===== config.mk =====
export PLATFORM = sky130hd
export DESIGN_NAME = fxp_multiplier
export DESIGN_NICKNAME = d
export VERILOG_FILES = /design/src/rtl/fxp_multiplier.sv
export SDC_FILE = /design/constraint.sdc
export NUM_CORES = 1
export LEC_CHECK = 0
export ABC_AREA = 1
export CAP_MARGIN = 20
export CORE_MARGIN = 2
export CORE_UTILIZATION = 53
export DETAILED_ROUTE_END_ITERATION = 10
export PLACE_DENSITY = 0.77
export SKIP_CTS_REPAIR_TIMING = 1
export SKIP_LAST_GASP = 1
export SYNTH_ARGS = -nofsm -noshare
export SYNTH_HDL_FRONTEND = slang
export SYNTH_SLANG_ARGS = --single-unit

===== constraint.sdc =====
create_clock -name clk -period 3.58 [get_ports clk]
set_input_delay 0.895 -clock clk [delete_from_list [all_inputs] [get_ports clk]]
set_output_delay 0.895 -clock clk [all_outputs]
set_load 0.05 [all_outputs]

===== src/rtl/fxp_multiplier.sv =====
// rtl/fxp_multiplier.sv - sequential signed fixed-point shift-add multiplier
module fxp_multiplier #(
  parameter int WIDTH = 32,
  parameter int FBITS = 16
) (
  input  logic             clk,
  input  logic             rst,
  input  logic             start,
  output logic             busy,
  output logic             done,
  output logic             valid,
  output logic             ovf,
  input  logic [WIDTH-1:0] a,
  input  logic [WIDTH-1:0] b,
  output logic [WIDTH-1:0] val
);

  localparam int CW = $clog2(WIDTH);
  localparam logic [CW-1:0] CNT_LAST = CW'(WIDTH - 1);
  localparam logic [2*WIDTH-1:0] NEG_MAG = {{WIDTH{1'b0}}, 1'b1, {(WIDTH-1){1'b0}}};
  localparam logic [2*WIDTH-1:0] POS_MAX = NEG_MAG - {{(2*WIDTH-1){1'b0}}, 1'b1};

  typedef enum logic [1:0] {IDLE, CALC, FINAL} state_t;

  state_t             state_q;
  logic [2*WIDTH-1:0] mcand_q;
  logic [WIDTH-1:0]   mplier_q;
  logic [2*WIDTH-1:0] acc_q;
  logic [CW-1:0]      cnt_q;
  logic               sign_q;
  logic               busy_q, done_q, valid_q, ovf_q;
  logic [WIDTH-1:0]   val_q;

  logic [WIDTH-1:0]   abs_a, abs_b;
  logic [2*WIDTH-1:0] mag;
  logic               ovf_d;
  logic [WIDTH-1:0]   val_d;

  // Magnitudes fit as unsigned: the most negative operand maps to 2^(WIDTH-1).
  assign abs_a = a[WIDTH-1] ? (~a + 1'b1) : a;
  assign abs_b = b[WIDTH-1] ? (~b + 1'b1) : b;

  always_comb begin
    mag   = acc_q >> FBITS;
    ovf_d = sign_q ? (mag > NEG_MAG) : (mag > POS_MAX);
    val_d = '0;
    if (!ovf_d) begin
      val_d = sign_q ? (~mag[WIDTH-1:0] + 1'b1) : mag[WIDTH-1:0];
    end
  end

  always_ff @(posedge clk) begin
    if (rst) begin
      state_q  <= IDLE;
      mcand_q  <= '0;
      mplier_q <= '0;
      acc_q    <= '0;
      cnt_q    <= '0;
      sign_q   <= 1'b0;
      busy_q   <= 1'b0;
      done_q   <= 1'b0;
      valid_q  <= 1'b0;
      ovf_q    <= 1'b0;
      val_q    <= '0;
    end else begin
      done_q <= 1'b0;
      case (state_q)
        IDLE: begin
          if (start) begin
            mcand_q  <= {{WIDTH{1'b0}}, abs_a};
            mplier_q <= abs_b;
            sign_q   <= a[WIDTH-1] ^ b[WIDTH-1];
            acc_q    <= '0;
            cnt_q    <= '0;
            busy_q   <= 1'b1;
            valid_q  <= 1'b0;
            ovf_q    <= 1'b0;
            val_q    <= '0;
            state_q  <= CALC;
          end
        end
        CALC: begin
          if (mplier_q[0]) begin
            acc_q <= acc_q + mcand_q;
          end
          mcand_q  <= mcand_q << 1;
          mplier_q <= mplier_q >> 1;
          cnt_q    <= cnt_q + 1'b1;
          if (cnt_q == CNT_LAST) begin
            state_q <= FINAL;
          end
        end
        FINAL: begin
          val_q   <= val_d;
          ovf_q   <= ovf_d;
          valid_q <= ~ovf_d;
          done_q  <= 1'b1;
          busy_q  <= 1'b0;
          state_q <= IDLE;
        end
        default: state_q <= IDLE;
      endcase
    end
  end

  assign busy  = busy_q;
  assign done  = done_q;
  assign valid = valid_q;
  assign ovf   = ovf_q;
  assign val   = val_q;

endmodule

* After elaboration in Yosys (flattened, before gate mapping) *
Cells that the tools add are included.

storage, ports and cells
  memories kept = 0
  register bits = 204
  logic and storage cells = 62
  ROM bits = 0
  latch bits = 0
  input port bits = 67
  output and inout bits = 36
  memory bits (writable) = 0

cells by class
  shift operators = 0
  $mul = 0
  reduce and logical (&&, ||, !) cells = 8
  add/subtract/negate cells = 5
  bitwise logic cells = 5
  magnitude comparators = 2
  div/mod/pow operators = 0
  multiplexer cells = 25
  equality and inequality tests = 6

operators by type and width
  operator                 count
  $pmux W64 S2             2
  $mux W32                 6
  $mux W64                 3
  $pmux W32 S2             2
  $add A32 B1 Y32 const B  3
  $not A32 Y32             3
  $add A64 B64 Y64         1
  $gt A48 B31 Y1 const B   1
  $gt A48 B32 Y1 const B   1
  $pmux W5 S2              1
  $reduce_and A2 Y1        4
  $ne A2 B2 Y1 const B     3
  $pmux W1 S2              3
  $add A5 B1 Y5 const B    1
  $eq A5 B5 Y1 const B     1
  $mux W5                  1
  $mux W1                  4
  $mux W2                  2
  $pmux W2 S2              1
  $reduce_bool A2 Y1       2
  $reduce_and A3 Y1        1
  $eq A2 B1 Y1 const B     1
  $eq A2 B2 Y1 const B     1
  $logic_not A2 Y1         1
  other kinds (2)          2

* Longest topological paths before layout *
Gate-level depths: netlist (run 1).

  depth after elaboration = 5
  depth in mapped cells = 16

* Least setup slack after synthesis (run 1) *
Ideal clock, no wire load.

  kind = in2reg
  start point = in b[0]
  end point = reg mplier_q[26]
  data required time = 3.448 ns
  slack = 1.296 ns
  path buffers = 0
  arrival = 2.151 ns
  cell stages on the path = 12
  library setup time = 0.132 ns
  path through = inv_1 > ha_1 > nand3_2 > nor2_2 > nand2_2 > nor2_4 > nand3_2 > nand2_1 > o21ai_0 > or2_0 > nand3_1 > a21oi_1

on the way
  word-level cells in the longest chain between the ends = 5

ends and longest elaborated chain
  what                  line  text
  start, declared       14    input logic [WIDTH-1:0] b,
  $not A32 Y32          41    assign abs_b = b[WIDTH-1] ? (~b + 1'b1) : b;
  $add A32 B1 Y32       41
  $mux W32              41
  $mux W32              69    if (start) begin
  $pmux W32 S2          67    case (state_q)
  end signal, assigned  71    mplier_q <= abs_b;
  end signal, assigned  87    mplier_q <= mplier_q >> 1;
  end, declared         27    logic [WIDTH-1:0] mplier_q;

Every way passes these cells. The select of a mux whose other input is x is not followed.
A chain may end at the register's enable or synchronous reset.

* Final worst setup path (run 1) *
  start point = reg mcand_q[0]
  end point = reg acc_q[60]

on the way
  word-level cells in the longest chain between the ends = 3

ends and longest elaborated chain
  what                    line  text
  start, declared         26    logic [2*WIDTH-1:0] mcand_q;
  start signal, assigned  70    mcand_q <= {{WIDTH{1'b0}}, abs_a};
  start signal, assigned  86    mcand_q <= mcand_q << 1;
  $add A64 B64 Y64        84    acc_q <= acc_q + mcand_q;
  $mux W64                83    if (mplier_q[0]) begin
  $pmux W64 S2            67
  end signal, assigned    84
  end, declared           28    logic [2*WIDTH-1:0] acc_q;

Every way passes these cells. The select of a mux whose other input is x is not followed.

==> results of run 1 <==
how the worst max path moves through the flow:
stage                    start  cells after the start  slack, ns           end
floorplan                 b[0]                     12       1.30  mplier_q[26]
global placement          b[0]                     13       0.64  mplier_q[26]
detailed placement        b[0]                     13       0.61  mplier_q[26]
CTS                 mcand_q[0]                     15       0.89     acc_q[60]
global route        mcand_q[0]                     15       0.65     acc_q[60]
finish              mcand_q[0]                     15       0.78     acc_q[60]
Yosys cell counts, drive strengths merged (2+ instances only):
cell / n / area share
or2: 23 / 0.0090
nand4: 28 / 0.011
buf: 26 / 0.0077
and2: 2 / 0.00078
o211ai: 5 / 0.0024
o21bai: 3 / 0.0014
clkbuf: 56 / 0.013
a21oi: 234 / 0.073
nand3: 247 / 0.079
o21a: 2 / 0.00094
o22ai: 2 / 0.00078
nor4: 8 / 0.0035
a21boi: 2 / 0.00094
nand3b: 10 / 0.0047
xor2: 23 / 0.013
nor2: 208 / 0.051
dfxtp: 204 / 0.26
nand2: 1016 / 0.24
a22oi: 30 / 0.014
nor3: 39 / 0.015
inv: 459 / 0.11
xnor2: 7 / 0.0038
o221ai: 2 / 0.0011
and3: 2 / 0.00078
ha: 68 / 0.053
o21ai: 64 / 0.020
a21o: 3 / 0.0014
a31oi: 27 / 0.011
layout make-up:
| type | count | area, sq um |
|---|---|---|
| clock buffer | 28 | 667 |
| fill | 2975 | 11400 |
| tap | 390 | 488 |
| multi-input combinational | 2060 | 9840 |
| timing repair buffer | 123 | 1220 |
| sequential | 204 | 4080 |
| clock inverter | 18 | 248 |
| inverter | 460 | 1730 |
power by group:
part | switching [uW] | internal (uW)
combinational | 469 | 258
sequential | 62.2 | 2340
clock | 1110 | 1720
worst max-delay path, delay by kind of cell, from the launching register on:
family | cells | cell delay, ns
buf+inv | 2 | 0.17
fa+ha+maj | 2 | 0.61
flops | 1 | 0.42
compound gates | 1 | 0.07
simple gates | 10 | 1.38
sequential cells by signal (all words and copies together) (netlist names):
| signal | flops |
|---|---|
| acc_q | 64 |
| mcand_q | 64 |
| mplier_q | 32 |
| val | 32 |
| cnt_q | 5 |
| state_q | 2 |
| busy | 1 |
| done | 1 |
| ovf | 1 |
| sign_q | 1 |
| valid | 1 |
logic make-up after synthesis:
family	Yosys count
buffers and inverters	542
adder cells (fa/ha/maj)	69
XOR/XNOR	30
AO/OA/AOI/OAI	378
AND/OR/NAND/NOR	1583
flip-flops	204
per-layer routing:
metal,routed length [um],GRT usage
met5,0,0
met3,4440,0.0499
met1,24000,0.464
met2,23200,0.535
met4,1360,0.0895
metrics by stage:
stage / cell area (sq um) / hold WS [ns] / util / worst slack [ns]
2_1_floorplan: 16000 / 0.444 / - / 1.30
3_3_place_gp: 17400 / 0.452 / 0.586 / 0.640
3_5_place_dp: 17400 / 0.456 / 0.586 / 0.612
4_1_cts: 18300 / 0.465 / 0.617 / 0.885
5_1_grt: 18300 / 0.483 / 0.617 / 0.651
6_report: 18300 / 0.463 / 0.617 / 0.776
==> qor.yml, run 1 <==
synth:
  syn_nets: 2942
  ys_warn_count: 0
  synthAdderAreaFrac: 0.0546
  synth_top_family_by_area: "simple AND/OR/NAND/NOR gates"
  synth.distinct_cells: 49
  synthSimpleGateAreaFrac: 0.415
  synth_xor_area_frac: 0.0165
  seq_area_frac_synth: 0.256
  synthArstFlopShare: 0
  synth_flop_cell: "dfxtp_1"
  synthesis.instances: 2806
  synth-seq-cells: 204
  synth_compound_area_frac: 0.129
  synthMuxAreaShare: 0
  synth_edf_count: 0
  synth_area_sq_um: 16000
  syn_avg_cell_area_sq_um: 5.69
die:
  dieArea_sq_um: 31500
  placementRows: 63
  ioPinCount: 103
  die_w_um: 178
  coreArea_sq_um: 29600
  start_util: 0.538
  fp.dieH_um: 178
route:
  drt_iter0_markers: 1564
  ant_nets: 0
  viasPerCell: 5.39
  drc: 0
  drt-total-wl_mm: 53.0
  post_drt_wl_per_cell_um: 16.1
  detailroute.via_count: 17700
  drt_pass1_iterations: 6
timing:
  slew_violations: 0
  clock.fmax_mhz: 357
  grt_setup_unrepaired: "false"
  max_slew.worst_pin.slew_ns: 0.690
  hold_viol_final: 0
  period_share: 0.783
  relSlewSlack: 0.540
  period_minus_slack_ns: 2.80
  setup_tns_ns: 0
  finClkSkew_ns: 0.0152
  setup_viol: 0
critical_path:
  cp_cell_sequence: "ha_1, inv_1, fa_1, inv_1, nand3_1, nand2_1, nand2_1, nand3_1, nand2_1, nand2_1, nand2_1, nand2_1, nand2_1, nand3_1, a21oi_1"
  path_common_cell: "nand2_1"
  crit_arrival_ns: 3.21
  crit_fanout: 4
  crit_path_start_kind: "flop"
  endpoint_kind: "flop"
  max_stage_delay_ns: 0.42
  ff2ff_path_depth: 15
  r2r_slack_ns: 0.78
  regToRegStartpoint: "mcand_q[0]"
  worstSetupPathType: "reg -> reg"
  cp.required_ns: 3.99
  r2r_end: "acc_q[60]"
  cpMaxStageDelayCell: "dfxtp_1"
job:
  max_cap_viol_count: 0
layout:
  fin_nets: 3010
  num_antenna_cells: 0
  syn_to_final_growth_pct: 14.5
  layout_common_cells: "nand2_1 (1011), inv_1 (450), nand3_1 (241)"
  final_common_cell: "nand2_1"
  finalNonFillerCells: 3283
  drive_above_1_share: 0.0460
hold_path:
  holdPathEnd: "val[26]"
  holdPathStages: 2
  hold_class: "reg -> reg"
  hold_start: "val[26]"
placed_design:
  gp_congestion: 0.986
  hpwl_mm: 41.9
  port_buffers: 102
  dp_cells: 3237
clock_tree:
  cts.path.max_buffers: 3
  root_buffer: "clkbuf_16"
  cts_tree: "done"
  cts_max_level: 1
  clock-sinks: 204
  cts_buffers: 25
  clk_pin_slew_worst_paths_ns: 0.06
  worstSkewPairLatency_ns: 0.55
power_and_ir_drop:
  leakagePower_uw: 0.00898
  p_total_uw: 5950
  ir_drop_v: 0.000431
  power_density_nw_per_um2: 326
global_route:
  antenna_found_initial: 0
  global_route.overflow_total: 0
  grt_pass1_vias: 16200
  grt_pass1_wl_mm: 83.6
  grt_max_degree: 114
  grtUsageTotal: 0.333
outcome:
  status: "finished, final reports clean"
(Power assumes the default switching activity.)
==> run 2, diff against run 1 <==
==> constraint.sdc (replaced) <==
create_clock -name clk -period 2.8 [get_ports clk]
set_input_delay 0.7 -clock clk [delete_from_list [all_inputs] [get_ports clk]]
set_output_delay 0.7 -clock clk [all_outputs]
set_load 0.05 [all_outputs]
==> run 2 against run 1 <==
Against the previous run: die area unchanged; power increased by 20%; largest cell class unchanged; cell area about the same; routed wire length increased by 1.3%; register-to-register slack got worse by 0.59 ns; global-route usage increased by 0.22 points.
==> qor.yml, run 2 (synthesis gave the netlist of run 1 again) <==
layout:
  regArea_sq_um: 4080  # unchanged
  final_common_cell: "nand2_1"  # unchanged
  num-fill-cells: 2987  # was 2975
  drive_above_1_share: 0.0492  # was 0.0460
  layout_common_cells: "nand2_1 (1011), inv_1 (450), nand3_1 (241)"  # unchanged
  top_regs: "acc_q: 64 flops, mcand_q: 64 flops"  # unchanged
  multi_input_area_sq_um: 9840  # unchanged
  syn_to_final_growth_pct: 14.6  # was 14.5%
  fin_nets: 3027  # was 3010
  finalNonFillerCells: 3297  # was 3283
  num_antenna_cells: 0  # unchanged
die:
  start_util: 0.538  # unchanged
  placementRows: 63  # unchanged
  dieArea_sq_um: 31500  # unchanged
  ioPinCount: 103  # unchanged
  die_w_um: 178  # unchanged
  fp.dieH_um: 178  # unchanged
  coreArea_sq_um: 29600  # unchanged
clock_tree:
  cts_tree: "done"  # unchanged
  cts_buffers: 24  # was 25
  root_buffer: "clkbuf_16"  # unchanged
  clk_pin_slew_worst_paths_ns: 0.06  # about the same
  worstSkewPairLatency_ns: 0.54  # was 0.55 ns
  cts.path.max_buffers: 3  # unchanged
  clock-sinks: 204  # unchanged
  cts_max_level: 1  # unchanged
critical_path:
  path_common_cell: "nand2_1"  # unchanged
  regToRegStartpoint: "mcand_q[0]"  # unchanged
  crit_path_start_kind: "flop"  # unchanged
  cp_cell_sequence: "ha_1, inv_1, fa_1, nor2_1, nand2_1, nand3_1, nand2_1, nand2_1, nand2_1, nand2_1, nand2_1, nand2_1, nand2_1, nand3_1, a21oi_1"  # was ha_1, inv_1, fa_1, inv_1, nand3_1, nand2_1, nand2_1, nand3_1, nand2_1, nand2_1, nand2_1, nand2_1, nand2_1, nand3_1, a21oi_1
  r2r_end: "acc_q[46]"  # was acc_q[60]
  crit_buf_inv: 1  # was 2
  worstSetupEndpoint: "acc_q[46]"  # was acc_q[60]
  cpLargestDelayFamily: "simple AND/OR/NAND/NOR gates"  # unchanged
  crit_fanout: 4  # unchanged
  cpMaxStageDelayCell: "fa_1"  # was dfxtp_1
  max_stage_delay_ns: 0.44  # was 0.42 ns
  r2r_slack_ns: 0.18  # was 0.78 ns
  cp.required_ns: 3.21  # was 3.99 ns
  crit_start: "mcand_q[0]"  # unchanged
  path_depth: 15  # unchanged
  worstSetupPathType: "reg -> reg"  # unchanged
  crit_arrival_ns: 3.03  # was 3.21 ns
  endpoint_kind: "flop"  # unchanged
  ff2ff_path_depth: 15  # unchanged
hold_path:
  hold_class: "reg -> reg"  # unchanged
  holdPathStages: 2  # unchanged
power_and_ir_drop:
  power_density_nw_per_um2: 392  # was 326 nW/um^2
  power_frac_seq: 0.429  # was 0.403
  pwr-share-comb: 0.131  # was 0.122
  swShare: 0.277  # was 0.275
  ir_drop_v: 0.000503  # was 0.000431 V
  switchingPower_uw: 1980  # was 1640 uW
  p_clk_frac: 0.440  # was 0.475
  leakagePower_uw: 0.00902  # was 0.00898 uW
  p_int_uw: 5180  # was 4310 uW
route:
  drt_iter0_markers: 1513  # was 1564
  drt-total-wl_mm: 53.7  # was 53.0 mm
  viasPerCell: 5.43  # was 5.39
  drc: 0  # unchanged
  detailroute.via_count: 17900  # was 17700
  ant_nets: 0  # unchanged
  drt_pass1_iterations: 6  # unchanged
  post_drt_wl_per_cell_um: 16.3  # was 16.1 um
placed_design:
  gp_congestion: 1.01  # was 0.986
  hpwl_mm: 42.6  # was 41.9 mm
  port_buffers: 102  # unchanged
  dp_cells: 3255  # was 3237
timing:
  setup_viol: 0  # unchanged
  relSlewSlack: 0.460  # was 0.540
  max_slew.worst_pin.slew_ns: 0.809  # was 0.690 ns
  period_share: 0.935  # was 0.783
  setup_tns_ns: 0  # unchanged
  clock.fmax_mhz: 382  # was 357 MHz
  hold_viol_final: 0  # unchanged
  slew_violations: 0  # unchanged
  grt_setup_unrepaired: "false"  # unchanged
  finClkSkew_ns: 0.0171  # was 0.0152 ns
  period_minus_slack_ns: 2.62  # was 2.80 ns
outcome:
  status: "finished, final reports clean"  # unchanged
global_route:
  grtUsageTotal: 0.335  # was 0.333
  grt_pass1_vias: 16000  # was 16200
  antenna_found_initial: 1  # was 0
  grt_pass1_wl_mm: 83.8  # was 83.6 mm
  grt_max_degree: 114  # unchanged
  global_route.overflow_total: 0  # unchanged
job:
  max_cap_viol_count: 0  # unchanged
run 2: worst min-delay path, cell delays in order, from the launching register on:
cell	delay, ns
dfxtp_1	0.30
nand2_1	0.06
a21oi_1	0.05
run 2: worst min-delay path by stage:
| stage | slack, ns | to | startpoint |
|---|---|---|---|
| global route | 0.48 | valid | valid |
| finish | 0.46 | valid | valid |
| detailed placement | 0.46 | valid | valid |
| floorplan | 0.44 | cnt_q[3] | cnt_q[3] |
| CTS | 0.46 | valid | valid |
| global placement | 0.45 | val[10] | val[10] |
run 2: area by class of cell:
cell class	count	area share
clock buffer	28	0.0337
clock inverter	14	0.00931
inverter	460	0.0945
multi-input combinational	2060	0.538
sequential	204	0.223
tap	390	0.0267
timing repair buffer	141	0.0740
run 2: power by group through the flow:
stage	clock, uW	combinational (uW)	sequential [uW]
after floorplan	0	594	3100
after global placement	0	898	3130
after detailed placement	0	916	3130
after CTS	3200	921	3070
after global routing	3300	1020	3080
final	3150	935	3080
run 2: through the flow:
| step | area (sq um) | worst slack [ns] | utilization | total power [uW] | hold WS, ns |
|---|---|---|---|---|---|
| after floorplan | 16000 | 0.711 | - | 3690 | 0.444 |
| after global placement | 17500 | 0.0653 | 0.590 | 4030 | 0.452 |
| after detailed placement | 17500 | 0.0168 | 0.590 | 4050 | 0.455 |
| after CTS | 18300 | 0.240 | 0.617 | 7190 | 0.464 |
| after global routing | 18300 | 0.0174 | 0.617 | 7400 | 0.476 |
| final | 18300 | 0.182 | 0.617 | 7160 | 0.461 |
run 2: per-layer routing:
metal,part of all wire,vias up,track usage
li1,-,9043,-
met1,0.45,8093,0.459
met2,0.43,646,0.532
met3,0.081,122,0.0553
met4,0.040,2,0.117
met5,0.00020,-,0
==> run 3, diff against run 2 <==
--- a/config.mk
+++ b/config.mk
@@ -10,8 +10,8 @@
 export CORE_MARGIN = 2
 export CORE_UTILIZATION = 53
 export DETAILED_ROUTE_END_ITERATION = 10
+export MAX_ROUTING_LAYER = met4
 export PLACE_DENSITY = 0.77
-export SKIP_CTS_REPAIR_TIMING = 1
 export SKIP_LAST_GASP = 1
 export SYNTH_ARGS = -nofsm -noshare
 export SYNTH_HDL_FRONTEND = slang
==> run 3 against run 2 <==
Against the previous run: via count increased by 0.35%; cell count rose by 0.21%; routed wire length increased by 2.8%; power rose by 6.1%; clock power up 13%; first-iteration DRC count decreased by 3.0%; cell area grew 0.86%; non-clock buffer count increased by 3; fmax up 1.7%; highest routed layer is now met4.
==> qor.yml, run 3 (synthesis gave the netlist of run 1 again) <==
power_and_ir_drop:
  p_clk_frac: 0.470  # was 0.440
  leakagePower_uw: 0.00909  # was 0.00902 uW
  power_density_nw_per_um2: 412  # was 392 nW/um^2
  power_frac_seq: 0.405  # was 0.429
  p_int_uw: 5560  # was 5180 uW
  p_total_uw: 7600  # was 7160 uW
  switchingPower_uw: 2040  # was 1980 uW
  pwr-share-comb: 0.125  # was 0.131
  swShare: 0.268  # was 0.277
  ir_drop_v: 0.000470  # was 0.000503 V
layout:
  syn_to_final_growth_pct: 15.5  # was 14.6%
  final_common_cell: "nand2_1"  # unchanged
  fin_nets: 3031  # was 3027
  top_regs: "acc_q: 64 flops, mcand_q: 64 flops"  # unchanged
  regArea_sq_um: 4080  # unchanged
  layout_common_cells: "nand2_1 (1011), inv_1 (450), nand3_1 (241)"  # unchanged
  num-fill-cells: 2937  # was 2987
  drive_above_1_share: 0.0518  # was 0.0492
  num_antenna_cells: 0  # unchanged
  multi_input_area_sq_um: 9840  # unchanged
timing:
  period_minus_slack_ns: 2.57  # was 2.62 ns
  period_share: 0.919  # was 0.935
  hold_viol_final: 0  # unchanged
  setup_viol: 0  # unchanged
  setup_tns_ns: 0  # unchanged
  max_slew.worst_pin.slew_ns: 0.700  # was 0.809 ns
  finClkSkew_ns: 0.0198  # was 0.0171 ns
  layout_setup_ws_ns: 0.226  # was 0.182 ns
  clock.fmax_mhz: 388  # was 382 MHz
  relSlewSlack: 0.533  # was 0.460
  slew_violations: 0  # unchanged
  grt_setup_unrepaired: "false"  # unchanged
clock_tree:
  root_buffer: "clkbuf_16"  # unchanged
  cts_buffers: 25  # was 24
  worstSkewPairLatency_ns: 0.54  # about the same
  clock-sinks: 204  # unchanged
  clk_pin_slew_worst_paths_ns: 0.06  # about the same
  cts_max_level: 1  # unchanged
  postCtsResizedCells: 0
  cts_hold_buf: 0
  cts_tree: "done"  # unchanged
  cts.path.max_buffers: 3  # unchanged
  cts_setup_buffers: 0
die:
  coreArea_sq_um: 29600  # unchanged
  fp.dieH_um: 178  # unchanged
  placementRows: 63  # unchanged
  die_w_um: 178  # unchanged
  start_util: 0.538  # unchanged
  ioPinCount: 103  # unchanged
  dieArea_sq_um: 31500  # unchanged
route:
  post_drt_wl_per_cell_um: 16.7  # was 16.3 um
  dr_wl_met3_mm: 4.62  # was 4.35 mm
  drt_pass1_iterations: 5  # was 6
  drt-total-wl_mm: 55.2  # was 53.7 mm
  wl_met2_mm: 24.1  # was 22.9 mm
  ant_nets: 0  # unchanged
  viasPerCell: 5.44  # was 5.43
  wl_met1_mm: 24.8  # was 24.4 mm
  drc: 0  # unchanged
  drt_iter0_markers: 1468  # was 1513
  detailroute.via_count: 18000  # was 17900
  top_layer: "met4"  # was met5
critical_path:
  cp.required_ns: 3.18  # was 3.21 ns
  worstSetupPathType: "reg -> reg"  # unchanged
  crit_arrival_ns: 2.95  # was 3.03 ns
  crit_fanout: 5  # was 4
  ff2ff_path_depth: 12  # was 15
  cp_cell_sequence: "ha_1, nand2_1, nor2_1, nand2_1, nand3_1, nand2_1, nand2_1, nand2_1, nand2_1, nand2_1, nand3_1, a21oi_1"  # was ha_1, inv_1, fa_1, nor2_1, nand2_1, nand3_1, nand2_1, nand2_1, nand2_1, nand2_1, nand2_1, nand2_1, nand2_1, nand3_1, a21oi_1
  crit_start: "mcand_q[8]"  # was mcand_q[0]
  cpMaxStageDelayCell: "ha_1"  # was fa_1
  max_stage_delay_ns: 0.41  # was 0.44 ns
  endpoint_kind: "flop"  # unchanged
  path_common_cell: "nand2_1"  # unchanged
  crit_path_start_kind: "flop"  # unchanged
  cpLargestDelayFamily: "simple AND/OR/NAND/NOR gates"  # unchanged
  path_depth: 12  # was 15
  crit_buf_inv: 0  # was 1
  regToRegStartpoint: "mcand_q[8]"  # was mcand_q[0]
placed_design:
  hpwl_mm: 43.8  # was 42.6 mm
  post-place-ws_ns: 0.0303  # was 0.0168 ns
  gp_congestion: 1.01  # about the same
  port_buffers: 102  # unchanged
outcome:
  status: "finished, final reports clean"  # unchanged
global_route:
  grt_pass1_vias: 16300  # was 16000
  grt_pass1_wl_mm: 85.8  # was 83.8 mm
  antenna_found_initial: 0  # was 1
  global_route.overflow_total: 0  # unchanged
  grt_max_degree: 108  # was 114
  grtUsageTotal: 0.355  # was 0.335
hold_path:
  holdPathStages: 2  # unchanged
  hold_start: "val[21]"  # was valid
  hold_class: "reg -> reg"  # unchanged
job:
  max_cap_viol_count: 0  # unchanged
run 3: per-layer routing:
layer  GRT usage  vias to the layer above
li1            -                     9043
met1       0.473                     8081
met2       0.557                      719
met3      0.0516                      126
met4       0.104                        0
met5           -                        -
run 3: layout make-up:
class	count	share of cell area
Multi-Input combinational cell	2060	0.534
Sequential cell	204	0.222
Inverter	460	0.0937
Timing Repair Buffer	144	0.0753
Clock buffer	33	0.0383
Tap cell	390	0.0265
Clock inverter	13	0.0109
run 3: final timing paths:
path,to,slack (ns)
min,val[21],0.46
max,acc_q[59],0.23
max reg2reg,acc_q[59],0.23
min reg2reg,val[21],0.46
run 3: through the flow:
| stage | instance area [sq um] | cells | utilization | hold WS, ns |
|---|---|---|---|---|
| detailed placement | 17500 | 3258 | 0.591 | 0.455 |
| floorplan | 16000 | 2806 | - | 0.444 |
| global placement | 17500 | 3258 | 0.591 | 0.451 |
| finish | 18400 | 3304 | 0.622 | 0.463 |
| CTS | 18400 | 3304 | 0.622 | 0.464 |
| global route | 18400 | 3304 | 0.622 | 0.485 |
run 3: worst register-to-register path, cell delays in order (launching register included):
cell and delay (ns):
dfxtp_1 0.40, ha_1 0.41, nand2_1 0.14, nor2_1 0.21, nand2_1 0.10, nand3_1 0.25
nand2_1 0.11, nand2_1 0.37, nand2_1 0.18, nand2_1 0.09, nand2_1 0.05, nand3_1 0.07
a21oi_1 0.06
run 3: power by group through the flow:
stage / logic [uW] / clock network, uW / registers (uW)
final: 952 / 3570 / 3080
after global placement: 913 / 0 / 3130
after detailed placement: 932 / 0 / 3130
after CTS: 937 / 3610 / 3070
after floorplan: 594 / 0 / 3100
after global routing: 1040 / 3710 / 3080
